--- config.mk ---
export PLATFORM = sky130hd
export DESIGN_NAME = ps_setpoint_serializer
export DESIGN_NICKNAME = d
export VERILOG_FILES = /design/src/rtl/ps_setpoint_serializer_pkg.sv /design/src/rtl/ps_setpoint_serializer_sclk_tick.sv /design/src/rtl/ps_setpoint_serializer.sv
export SDC_FILE = /design/constraint.sdc
export NUM_CORES = 1
export LEC_CHECK = 0
export ABC_AREA = 1
export BUFFER_PORTS_ARGS = -buffer_cell sky130_fd_sc_hd__buf_2
export CAP_MARGIN = 0
export CORE_AREA = 4 4 86 88
export DETAILED_ROUTE_END_ITERATION = 10
export DIE_AREA = 0 0 90 92
export PLACE_DENSITY = 0.84
export SETUP_SLACK_MARGIN = 0.2
export SYNTH_ARGS = -nofsm -noshare
export SYNTH_HDL_FRONTEND = slang
export SYNTH_SLANG_ARGS = --single-unit
--- constraint.sdc ---
create_clock -name clk -period 1.3 [get_ports clk]
set_input_delay 0.13 -clock clk [delete_from_list [all_inputs] [get_ports clk]]
set_output_delay 0.13 -clock clk [all_outputs]
set_load 0.05 [all_outputs]
--- src/rtl/ps_setpoint_serializer_pkg.sv ---
// Shared widths and FSM encoding for the FOFB power-supply setpoint link.
// PS_DATA_W  : width of one PS setpoint code
// PS_CH_W    : width of the destination channel address
// PS_FRAME_W : serial frame length, {ch, data}
package fofb_ps_pkg;

    localparam int PS_DATA_W  = 20;
    localparam int PS_CH_W    = 4;
    localparam int PS_FRAME_W = PS_CH_W + PS_DATA_W;

    typedef enum logic [1:0] {
        IDLE  = 2'd0,
        SHIFT = 2'd1,
        LATCH = 2'd2,
        GAP   = 2'd3
    } ps_state_t;

endpackage

--- src/rtl/ps_setpoint_serializer_sclk_tick.sv ---
// Serial clock divider for the PS DAC link.
// Ports:
//   clk, reset : system clock, synchronous active-high reset
//   enable     : count while high
//   clear      : force the divider and sclk phase back to their start point
//   rise, fall : one-cycle strobes marking the sclk 0->1 and 1->0 toggles,
//                spaced CLK_DIV clk cycles apart
module ps_sclk_tick #(
    parameter int CLK_DIV = 4
) (
    input  logic clk,
    input  logic reset,
    input  logic enable,
    input  logic clear,
    output logic rise,
    output logic fall
);

    localparam int CW = (CLK_DIV > 1) ? $clog2(CLK_DIV) : 1;
    localparam logic [CW-1:0] TERM = CW'(CLK_DIV - 1);

    logic [CW-1:0] div_cnt;
    logic          phase;
    logic          tick;

    always_comb begin
        tick = enable && (div_cnt == TERM);
        rise = tick && !phase;
        fall = tick && phase;
    end

    always_ff @(posedge clk) begin
        if (reset || clear) begin
            div_cnt <= '0;
            phase   <= 1'b0;
        end else if (enable) begin
            if (tick) begin
                div_cnt <= '0;
                phase   <= ~phase;
            end else begin
                div_cnt <= div_cnt + 1'b1;
            end
        end
    end

endmodule

--- src/rtl/ps_setpoint_serializer.sv ---
// Serialises tagged PS setpoints onto the PS DAC link.
// Each accepted {ch, data} word becomes a 24-bit MSB-first frame framed by
// csn, followed by an ldac_n load strobe and a short csn-high gap.
// One holding register accepts the next word while a frame is in flight.
// Ports:
//   clk, reset        : system clock, synchronous active-high reset
//   ps_in_data/ch     : setpoint and channel address, taken on valid & ready
//   ps_in_valid/ready : input handshake; ready means the holding register is empty
//   sclk, sdo, csn    : serial link (sclk idles low, sdo changes on sclk fall)
//   ldac_n            : DAC load strobe, low for LATCH_CYC cycles after a frame
//   busy              : a frame is being shifted, latched or gapped
//   frame_done        : one-cycle pulse on the first idle cycle after a frame
module ps_setpoint_serializer
    import fofb_ps_pkg::*;
#(
    parameter int CLK_DIV   = 4,
    parameter int LATCH_CYC = 2
) (
    input  logic                 clk,
    input  logic                 reset,
    input  logic [PS_DATA_W-1:0] ps_in_data,
    input  logic [PS_CH_W-1:0]   ps_in_ch,
    input  logic                 ps_in_valid,
    output logic                 ps_in_ready,
    output logic                 sclk,
    output logic                 sdo,
    output logic                 csn,
    output logic                 ldac_n,
    output logic                 busy,
    output logic                 frame_done
);

    localparam int BIT_W = $clog2(PS_FRAME_W);
    localparam logic [BIT_W-1:0] LAST_BIT = BIT_W'(PS_FRAME_W - 1);
    localparam logic [15:0] LAT_TERM = 16'(LATCH_CYC - 1);
    localparam logic [15:0] GAP_TERM = 16'(CLK_DIV - 1);

    ps_state_t state, state_nxt;

    logic                  hold_valid;
    logic [PS_FRAME_W-1:0] hold_word;
    // Only the bits still to be sent; the bit on sdo is not kept here.
    logic [PS_FRAME_W-2:0] shreg;
    logic [BIT_W-1:0]      bit_cnt;
    logic [15:0]           cyc_cnt;

    logic rise, fall;
    logic load, tick_en, tick_clr;
    logic last_fall, latch_end, gap_end;

    ps_sclk_tick #(
        .CLK_DIV (CLK_DIV)
    ) u_sclk_tick (
        .clk    (clk),
        .reset  (reset),
        .enable (tick_en),
        .clear  (tick_clr),
        .rise   (rise),
        .fall   (fall)
    );

    // State register
    always_ff @(posedge clk) begin
        if (reset) state <= IDLE;
        else       state <= state_nxt;
    end

    // Next-state logic
    always_comb begin
        state_nxt = state;
        unique case (state)
            IDLE:  if (hold_valid) state_nxt = SHIFT;
            SHIFT: if (last_fall)  state_nxt = LATCH;
            LATCH: if (latch_end)  state_nxt = GAP;
            GAP:   if (gap_end)    state_nxt = IDLE;
            default:               state_nxt = IDLE;
        endcase
    end

    // State-decoded controls and status
    always_comb begin
        ps_in_ready = ~hold_valid;
        busy        = (state != IDLE);
        load        = (state == IDLE) && hold_valid;
        tick_en     = (state == SHIFT);
        tick_clr    = (state != SHIFT);
        last_fall   = fall && (bit_cnt == LAST_BIT);
        latch_end   = (state == LATCH) && (cyc_cnt == LAT_TERM);
        gap_end     = (state == GAP) && (cyc_cnt == GAP_TERM);
    end

    // Holding register, shifter and registered link outputs
    always_ff @(posedge clk) begin
        if (reset) begin
            hold_valid <= 1'b0;
            hold_word  <= '0;
            shreg      <= '0;
            bit_cnt    <= '0;
            cyc_cnt    <= '0;
            sclk       <= 1'b0;
            sdo        <= 1'b0;
            csn        <= 1'b1;
            ldac_n     <= 1'b1;
            frame_done <= 1'b0;
        end else begin
            frame_done <= gap_end;

            if (load) hold_valid <= 1'b0;
            if (ps_in_valid && !hold_valid) begin
                hold_word  <= {ps_in_ch, ps_in_data};
                hold_valid <= 1'b1;
            end

            if (load) begin
                shreg   <= hold_word[PS_FRAME_W-2:0];
                sdo     <= hold_word[PS_FRAME_W-1];
                csn     <= 1'b0;
                sclk    <= 1'b0;
                bit_cnt <= '0;
            end

            if (rise) sclk <= 1'b1;

            if (fall) begin
                sclk <= 1'b0;
                if (bit_cnt == LAST_BIT) begin
                    csn    <= 1'b1;
                    ldac_n <= 1'b0;
                    sdo    <= 1'b0;
                end else begin
                    sdo     <= shreg[PS_FRAME_W-2];
                    shreg   <= {shreg[PS_FRAME_W-3:0], 1'b0};
                    bit_cnt <= bit_cnt + 1'b1;
                end
            end

            if (latch_end) ldac_n <= 1'b1;

            // One counter times both LATCH and GAP; it restarts on every state change.
            if (state_nxt != state)
                cyc_cnt <= '0;
            else if (state == LATCH || state == GAP)
                cyc_cnt <= cyc_cnt + 1'b1;
        end
    end

endmodule

# Yosys cells after proc, flatten, opt, wreduce, memory -nomap -nowiden
# Cells that the tools add are included.
# word_totals
in_bits	27
out_inout_bits	7
wordCells	70
register_bits	79
# op_classes
n_mux	21
n_bitwise	2
n_addsub	3
n_eq_ne	9
reduce_logical	22
# op_table
cell	count
23-bit 2-to-1 mux	3
16-bit by 1-bit adder with 16-bit output, second input constant	1
16-bit by 1-bit equality test with 1-bit output, second input constant	1
16-bit by 2-bit equality test with 1-bit output, second input constant	1
5-bit 2-to-1 mux	3
2-bit 2-to-1 mux	5
1-bit 2-to-1 mux	9
1-bit logical AND	8
2-bit case mux with 4 select lines	1
2-bit nonzero test	4
2-bit equality test, second input constant	3
2-bit OR reduction	3
5-bit by 1-bit adder with 5-bit output, second input constant	1
5-bit equality test, second input constant	1
2-bit AND reduction	2
2-bit by 1-bit adder with 2-bit output, second input constant	1
2-bit by 1-bit equality test with 1-bit output, second input constant	1
1-bit zero test	2
2-bit zero test	1
1-bit logical OR	2
2-bit by 1-bit != test with 1-bit output, second input constant	1
2-bit != test	1
1-bit inverter	2

# Longest topological paths before layout
# Gate-level depths: netlist of run 1.
# depth
depth_word	8
mapped_depth	11
ltp_nobuf	11

# Cells and area by module
# A second synthesis of run 1 with hierarchy kept.
# unflattened
cells_unflattened	431
hier_area_um2	3415.8
# by_module_without_submodules
module	instances	area_per_inst_um2	seq_area_each_um2	cells_per_inst
ps_setpoint_serializer	1	3265.6	1521.5	407
ps_sclk_tick	1	150.1	60.1	24

# Worst setup path before layout of run 1
# No wires, ideal clock.
# synth_path
kind	register to register
start	reg state[0]
end	reg cyc_cnt[6]
setup_ns	0.117
n_path_buf	1
stages_incl_launch_ff	10
path_slack_ns	-0.319
arrival_ns	1.503
synth_period_minus_slack_ns	1.619
required_ns	1.183
cell_sequence	dfxtp_1 > inv_1 > nand2_1 > nor2_4 > inv_2 > nand4_2 > nand2_2 > nand2_4 > buf_6 > nor2_2
# synth_between
elab_chain_cells	8
elab_cells_between_ends	17
classes_between	eq/ne (4); mux (5); reduce/logical (8)
# synth_lines
item	line_no	source
start: declaration	ps_setpoint_serializer.sv:38	ps_state_t state, state_nxt;
start signal: assignment	ps_setpoint_serializer.sv:65	else state <= state_nxt;
2-bit by 1-bit equality test with 1-bit output	ps_setpoint_serializer.sv:71, ps_setpoint_serializer.sv:85	
1-bit logical AND	ps_setpoint_serializer_sclk_tick.sv:27	tick = enable && (div_cnt == TERM);
1-bit logical AND	ps_setpoint_serializer_sclk_tick.sv:29	fall = tick && phase;
1-bit logical AND	ps_setpoint_serializer.sv:87	last_fall = fall && (bit_cnt == LAST_BIT);
2-bit 2-to-1 mux	ps_setpoint_serializer.sv:73	SHIFT: if (last_fall) state_nxt = LATCH;
2-bit case mux with 4 select lines	ps_setpoint_serializer.sv:71	unique case (state)
2-bit != test	ps_setpoint_serializer.sv:140	if (state_nxt != state)
2-bit OR reduction (no source line)	n/a	
end signal: assignment	ps_setpoint_serializer.sv:143	cyc_cnt <= cyc_cnt + 1'b1;
end: declaration	ps_setpoint_serializer.sv:45	logic [15:0] cyc_cnt;
# Parallel ways exist; a longest one is shown, timed or not.
# A chain may end at the register's enable or synchronous reset.

# Final worst setup path of run 1
# layout_path
start	reg cyc_cnt[0]
end	reg cyc_cnt[14]
# layout_between
elab_chain_cells	6
elab_cells_between_ends	10
classes_between	add/sub (1); eq/ne (3); mux (3); reduce/logical (3)
# layout_lines
item	line_no
16-bit by 2-bit equality test with 1-bit output or 16-bit by 1-bit equality test with 1-bit output (tied branches)	ps_setpoint_serializer.sv:89, ps_setpoint_serializer.sv:88
1-bit logical AND (on tied branches)	ps_setpoint_serializer.sv:89, ps_setpoint_serializer.sv:88
2-bit 2-to-1 mux (on tied branches)	ps_setpoint_serializer.sv:75, ps_setpoint_serializer.sv:74
2-bit case mux with 4 select lines	ps_setpoint_serializer.sv:71
2-bit != test	ps_setpoint_serializer.sv:140
2-bit OR reduction (no source line)	n/a
# Parallel ways exist; a longest one is shown, timed or not.

==> metrics, run 1 <==
worst IR drop on VDD=0.000891 V; terminating pin of the worst hold path=hold_word[8]; portion of total power attributed to the clock network=37.4%; Final #Nets=599; type of the tightest min-delay check=in2reg; power density cells=1070 nW/um^2; cell at the root of the clock tree=sky130_fd_sc_hd__clkbuf_8; CTS HTree Levels=3; Switching Share=29.2%; DRC viols=0; synthesis-to-layout area growth=44.9%; worst setup path class=reg2reg; post-route fraction of the period consumed by the critical path=115%; average cell area after synthesis=7.52 um^2; TritonCTS sink count=79; most common library cell in the layout ignoring fill and taps=sky130_fd_sc_hd__nand2_1; post-synthesis sequential element count=79; setup repair after global routing missed its margin=yes; fin. max-slew vios=0; leakage component of the power=2.00 nW; most congested layer reported by global routing=met2; combinational cell fraction of total power=13.8%; DR vias/cell=5.47; clock latency on the worst-skew pair=0.36 ns; nature of the critical path startpoint=register; TNS Setup=-5.45 ns; total of buffers placed on input and output ports=33; global-route wire length before repair=15.4 mm; number of warning messages in the yosys log=0; count of boundary I/O pins=34; largest net degree at the start of global routing=51; clock tree from TritonCTS=done; shortest clock period the worst path allows after layout=1.50 ns; Arr. time, crit path=1.80 ns; standard-cell rows=30; reg2reg start=cyc_cnt[0]; failing checks=setup timing; status=complete, but fails checks; clk buf depth=2; total routing resource utilization after global routing=22.6%; Int Power=3.76 mW; first-iteration detailed-routing DRC count=224; maximum clock frequency=0.666 GHz; die width=90 um; endpoint required time on the critical path=1.60 ns; sequential-to-total area share from yosys stat=45.9%; number of antenna violations at the first check in global routing=0; met1 layer usage reported by global route=25.4%; total routed wirelength=10.0 mm; post-synthesis instance area=3440 um^2; reported max-cap violation count=0; die outline area=8280 um^2; final hold violations=0; Worst setup startpoint=cyc_cnt[0]; core utilization of the finished layout=75.1%; kind of capture point of the worst setup path=register; Vias=3569; Global Route met3 Usage=4.27%; worst-path maximum fanout=8; wire per inst=15.4 um; Core Area=6640 um^2; number of cells on the worst hold path=3; total overflow reported by the global router=0; diode insertion count for antenna repair=0; worst path setup slack after routing=-0.200 ns; post-synthesis cell count=458; reg-to-reg critical path endpoint=cyc_cnt[14]; Max Clock Skew=0.0101 ns; met2 GRT Util=40.3%; count of final setup violators=49; share of post-route cells with drive strength above 1=38.9%; worst hold path startpoint=ps_in_data[8]; share of total power in sequential cells=48.8%; Net Count, Synth=489; length of the first detailed-routing pass in iterations=7; slew margin rel.=82.0%; number of global-route vias before repair=3532; antenna-violating nets left=0; TritonCTS buffer count=9; slew at the pin closest to its max-slew limit=0.267 ns; r2r worst-path depth=9; most used cells in the layout excluding fill and tap cells=87 x sky130_fd_sc_hd__nand2_1, 67 x sky130_fd_sc_hd__dfxtp_1, 61 x sky130_fd_sc_hd__nor2_1; vertical extent of the die=92 um; Starting Density=51.8%; detailed placement HPWL=5.24 mm; Unique masters post-synth=31; clock input transition at the sequential cells of the worst setup and hold paths=0.10 ns; weighted congestion reported at the end of routability-driven placement=0.837; power spent charging and discharging nets=1.55 mW; worst-case register-to-register setup slack=-0.20 ns
-- power groups by stage --
| stage | combinational [mW] | clock, mW | sequential, mW |
|---|---|---|---|
| floorplan | 0.321 | 0 | 2.64 |
| global placement | 0.475 | 0 | 2.63 |
| detailed placement | 0.495 | 0 | 2.64 |
| CTS | 0.665 | 1.97 | 2.59 |
| global route | 0.797 | 2.09 | 2.61 |
| finish | 0.735 | 1.99 | 2.60 |
-- final cells by class --
class / instances / area [um^2]
Clock buffer: 9 / 124
Sequential cell: 79 / 1600
Inverter: 31 / 135
Fill cell: 421 / 1650
Tap cell: 80 / 100
Timing Repair Buffer: 117 / 967
Multi-Input combinational cell: 328 / 1960
Clock inverter: 7 / 86.3
Timing Repair inverter: 2 / 15.0
-- what timing repair did --
item,CTS,global route
setup buffers,12,8
gates cloned,4,0
setup endpoints to repair,79,82
hold buffers,17,0
endpoints found under the hold margin,18,0
resized for setup,80,46
pin swaps,15,12
-- Yosys cell counts --
| master | n | area [um^2] |
|---|---|---|
| sky130_fd_sc_hd__a211oi_1 | 3 | 22.5 |
| sky130_fd_sc_hd__a21o_1 | 1 | 7.51 |
| sky130_fd_sc_hd__a21oi_1 | 11 | 55.1 |
| sky130_fd_sc_hd__a22oi_1 | 1 | 7.51 |
| sky130_fd_sc_hd__a31oi_1 | 22 | 138 |
| sky130_fd_sc_hd__buf_1 | 1 | 3.75 |
| sky130_fd_sc_hd__buf_2 | 8 | 40.0 |
| sky130_fd_sc_hd__buf_4 | 1 | 7.51 |
| sky130_fd_sc_hd__buf_6 | 2 | 22.5 |
| sky130_fd_sc_hd__clkbuf_1 | 9 | 33.8 |
| sky130_fd_sc_hd__dfxtp_1 | 79 | 1580 |
| sky130_fd_sc_hd__ha_1 | 4 | 50.1 |
| sky130_fd_sc_hd__inv_1 | 27 | 101 |
| sky130_fd_sc_hd__inv_2 | 4 | 15.0 |
| sky130_fd_sc_hd__nand2_1 | 96 | 360 |
| sky130_fd_sc_hd__nand2_2 | 4 | 25.0 |
| sky130_fd_sc_hd__nand2_4 | 2 | 22.5 |
| sky130_fd_sc_hd__nand3_1 | 11 | 55.1 |
| sky130_fd_sc_hd__nand3_2 | 3 | 30.0 |
| sky130_fd_sc_hd__nand4_1 | 2 | 12.5 |
| sky130_fd_sc_hd__nand4_2 | 1 | 12.5 |
| sky130_fd_sc_hd__nor2_1 | 80 | 300 |
| sky130_fd_sc_hd__nor2_2 | 12 | 75.1 |
| sky130_fd_sc_hd__nor2_4 | 7 | 78.8 |
| sky130_fd_sc_hd__nor3_1 | 3 | 15.0 |
| sky130_fd_sc_hd__nor4_1 | 1 | 6.26 |
| sky130_fd_sc_hd__o21a_1 | 2 | 15.0 |
| sky130_fd_sc_hd__o21ai_0 | 47 | 235 |
| sky130_fd_sc_hd__o21ai_1 | 2 | 10.0 |
| sky130_fd_sc_hd__xnor2_1 | 7 | 61.3 |
| sky130_fd_sc_hd__xor2_1 | 5 | 43.8 |
-- per-layer routing --
layer / vias to the layer above / wire length [um]
met5: - / 0
met4: 0 / 359
met3: 42 / 486
met2: 123 / 5220
met1: 1694 / 3960
li1: 1710 / -
-- sequential cells by signal (all words and copies together), names as in the netlist, 2 cells and up --
signal	count
shreg	23
state	2
hold_word	24
u_sclk_tick.div_cnt	2
bit_cnt	5
cyc_cnt	16
-- logic make-up after synthesis --
kind of cell	count (synthesis)	synth area share, %
AO/OA/AOI/OAI	89	14.2
XOR/XNOR	12	3.05
adder cells (fa/ha/maj)	4	1.45
buffers and inverters	52	6.50
flip-flops	79	45.9
AND/OR/NAND/NOR	222	28.8
-- worst max-delay path, stage by stage (launching register included) --
cell and delay (ns):
sky130_fd_sc_hd__dfxtp_4 0.39, sky130_fd_sc_hd__ha_4 0.16, sky130_fd_sc_hd__nand2_1 0.08, sky130_fd_sc_hd__nor2_2 0.17, sky130_fd_sc_hd__nand2_1 0.09, sky130_fd_sc_hd__nand2_2 0.09
sky130_fd_sc_hd__nand4_4 0.12, sky130_fd_sc_hd__nand2_4 0.15, sky130_fd_sc_hd__nand2_8 0.10, sky130_fd_sc_hd__nor2_2 0.11
-- per-stage QoR --
stage	cell area, um^2	worst slack (ns)	instances	hold WS (ns)	power (mW)
finish	4990	-0.200	653	0.000765	5.32
global route	4990	-0.251	653	0.0116	5.49
CTS	4740	-0.111	645	0.000544	5.23
detailed placement	4000	-0.226	596	0.357	3.13
global placement	4000	-0.0959	596	0.350	3.11
floorplan	3480	-0.0899	458	0.230	2.96
-- how the worst max path moves through the flow --
stage | endpoint | slack, ns
finish | cyc_cnt[14] | -0.20
global route | cyc_cnt[9] | -0.25
CTS | cyc_cnt[14] | -0.11
detailed placement | cyc_cnt[4] | -0.23
global placement | cyc_cnt[0] | -0.1
floorplan | cyc_cnt[11] | -0.09
Note: power is estimated with default switching activity, not from simulation.
==> run 2, diff against run 1 <==
--- a/config.mk
+++ b/config.mk
@@ -8,10 +8,10 @@
 export ABC_AREA = 1
 export BUFFER_PORTS_ARGS = -buffer_cell sky130_fd_sc_hd__buf_2
 export CAP_MARGIN = 0
-export CORE_AREA = 4 4 86 88
+export CORE_AREA = 4 4 97 99
 export DETAILED_ROUTE_END_ITERATION = 10
-export DIE_AREA = 0 0 90 92
-export PLACE_DENSITY = 0.84
+export DIE_AREA = 0 0 101 103
+export PLACE_DENSITY_LB_ADDON = 0.1
 export SETUP_SLACK_MARGIN = 0.2
 export SYNTH_ARGS = -nofsm -noshare
 export SYNTH_HDL_FRONTEND = slang
==> metrics, run 2 (synthesized netlist as in run 1, its figures left out) <==
vertical extent of the die=103 um (was 92 um); reported max-cap violation count=0 (unchanged); final hold violations=0 (unchanged); worst path setup slack after routing=-0.156 ns (was -0.200 ns); status=complete, but fails checks (unchanged); DRC viols=0 (unchanged); number of flip-flops under the largest register name=24 (unchanged); Max Clock Skew=0.00903 ns (was 0.0101 ns); TritonCTS sink count=79 (unchanged); clock latency on the worst-skew pair=0.35 ns (was 0.36 ns); largest registers in the final layout=hold_word (24), shreg (23), cyc_cnt (16) (unchanged); length of the first detailed-routing pass in iterations=4 (was 7); worst setup path class=reg2reg (unchanged); maximum clock frequency=0.687 GHz (was 0.666 GHz); standard-cell rows=34 (was 30); die width=101 um (was 90 um); worst-path maximum fanout=8 (unchanged); endpoint required time on the critical path=1.59 ns (was 1.60 ns); Core Area=8550 um^2 (was 6640 um^2); clk buf depth=2 (unchanged); clock input transition at the sequential cells of the worst setup and hold paths=0.08 ns (was 0.10 ns); post-route fraction of the period consumed by the critical path=112% (was 115%); largest net degree at the start of global routing=51 (unchanged); leakage component of the power=2.20 nW (was 2.00 nW); Final #Nets=616 (was 599); total routed wirelength=8.77 mm (was 10.0 mm); TNS Setup=-4.69 ns (was -5.45 ns); slew at the pin closest to its max-slew limit=0.284 ns (was 0.267 ns); number of global-route vias before repair=3318 (was 3532); antenna-violating nets left=0 (unchanged); WHS=0.00620 ns (was 0.000765 ns); DR vias/cell=4.78 (was 5.47); count of boundary I/O pins=34 (unchanged); count of final setup violators=47 (was 49); Critical Path Max Stage Delay=0.37 ns (was 0.39 ns); global-route wire length before repair=14.8 mm (was 15.4 mm); weighted congestion reported at the end of routability-driven placement=0.798 (was 0.837); kind of capture point of the worst setup path=register (unchanged); fin. max-slew vios=0 (unchanged); Largest delay share family, worst path=buffers and inverters (was simple AND/OR/NAND/NOR gates); most common library cell in the layout ignoring fill and taps=sky130_fd_sc_hd__nand2_1 (unchanged); die outline area=10400 um^2 (was 8280 um^2); most numerous cell on the critical path=sky130_fd_sc_hd__clkinv_4; type of the tightest min-delay check=in2reg (unchanged); setup repair after global routing missed its margin=yes (unchanged); worst-case setup slack after placement=-0.186 ns (was -0.226 ns); Starting Density=40.3% (was 51.8%); share of post-route cells with drive strength above 1=43.5% (was 38.9%); detailed placement HPWL=5.20 mm (was 5.24 mm); Placed Instance Area=4130 um^2 (was 4000 um^2); most used cells in the layout excluding fill and tap cells=79 x sky130_fd_sc_hd__nand2_1, 67 x sky130_fd_sc_hd__nor2_1, 67 x sky130_fd_sc_hd__dfxtp_1 (was 87 x sky130_fd_sc_hd__nand2_1, 67 x sky130_fd_sc_hd__dfxtp_1, 61 x sky130_fd_sc_hd__nor2_1); slew margin rel.=81.0% (was 82.0%); synthesis-to-layout area growth=55.9% (was 44.9%); number of standard cells in the layout, taps in and fillers out=696 (was 653); first-iteration detailed-routing DRC count=100 (was 224); TritonCTS buffer count=9 (unchanged); placed cells=636 (was 596); total overflow reported by the global router=0 (unchanged); Arr. time, crit path=1.75 ns (was 1.80 ns); total of buffers placed on input and output ports=33 (unchanged); # fillers=757 (was 421); Non-Filler Cell Area, Final=5370 um^2 (was 4990 um^2); diode insertion count for antenna repair=0 (unchanged); CTS HTree Levels=3 (unchanged); power density cells=1030 nW/um^2 (was 1070 nW/um^2); clock tree from TritonCTS=done (unchanged); worst IR drop on VDD=0.000527 V (was 0.000891 V); cell at the root of the clock tree=sky130_fd_sc_hd__clkbuf_8 (unchanged); Reg with most FFs=hold_word (unchanged); shortest clock period the worst path allows after layout=1.46 ns (was 1.50 ns); number of antenna violations at the first check in global routing=0 (unchanged); Vias=3325 (was 3569); cell breakdown of the critical path=clkinv_4 -> nand2_4 -> inv_4 -> nand3_4 -> nor2_4 -> clkinv_4 -> buf_12 -> a31oi_1 -> o21a_1 (was ha_4 -> nand2_1 -> nor2_2 -> nand2_1 -> nand2_2 -> nand4_4 -> nand2_4 -> nand2_8 -> nor2_2); total routing resource utilization after global routing=17.6% (was 22.6%); wire per inst=12.6 um (was 15.4 um); failing checks=setup timing (unchanged); critical path buffer and inverter count=4 (was 0); nature of the critical path startpoint=register (unchanged); Worst path slowest cell=sky130_fd_sc_hd__dfxtp_4 (unchanged)
## run 2: changes by cell type in the layout (fill, tap and decap cells not counted), sizes merged
cell,change
clkbuf,+1
bufinv,+2
clkinvlp,-4
clkinv,+2
buf,+21
dlygate4sd3,-2
inv,-5
## run 2: worst paths after layout
kind                                          endpoint  cells past startpoint                    from  slack [ns]
worst min register to register  u_sclk_tick.div_cnt[0]                      1  u_sclk_tick.div_cnt[0]        0.44
worst max register to register               shreg[21]                      9                state[1]       -0.16
worst min-delay path                      hold_word[6]                      3           ps_in_data[6]       0.006
worst max-delay path                         shreg[21]                      9                state[1]       -0.16
## run 2: final cells by class
class	instances	area (um^2)	area share (%)
Clock buffer	10	138	2.56
Clock inverter	4	95.1	1.77
Inverter	31	141	2.63
Multi-Input combinational cell	328	2070	38.5
Sequential cell	79	1610	29.9
Tap cell	108	135	2.52
Timing Repair Buffer	136	1190	22.1
## run 2: repair_timing
action | in CTS | in global routing
gates cloned | 4 | 2
pin swaps | 39 | 32
hold endpoints to repair | 15 | 0
gates resized for setup | 117 | 74
hold buffers | 15 | 0
endpoints found under the setup margin | 55 | 83
setup buffers | 17 | 8
## run 2: per-layer routing
metal / global-route usage (%) / routed length (um)
met2: 30.3 / 4260
met1: 22.1 / 4160
met5: 0 / 0
met3: 2.84 / 191
met4: 6.54 / 148
## run 2: tightest hold or removal path: stages
cell and delay (ns):
sky130_fd_sc_hd__buf_2 0.07, sky130_fd_sc_hd__nor2_1 0.03, sky130_fd_sc_hd__nor2_1 0.08
## run 2: power by group
part / total [mW] / internal (mW) / switching [mW]
registers: 2.59 / 2.52 / 0.0706
clock network: 2.19 / 1.30 / 0.888
logic: 0.766 / 0.353 / 0.413
## run 2: stage by stage
step | util [%] | power (mW)
6_report | 62.8 | 5.55
5_1_grt | 62.8 | 5.77
4_1_cts | 58.6 | 5.51
3_5_place_dp | 48.2 | 3.16
3_3_place_gp | 48.2 | 3.15
2_1_floorplan | - | 2.96
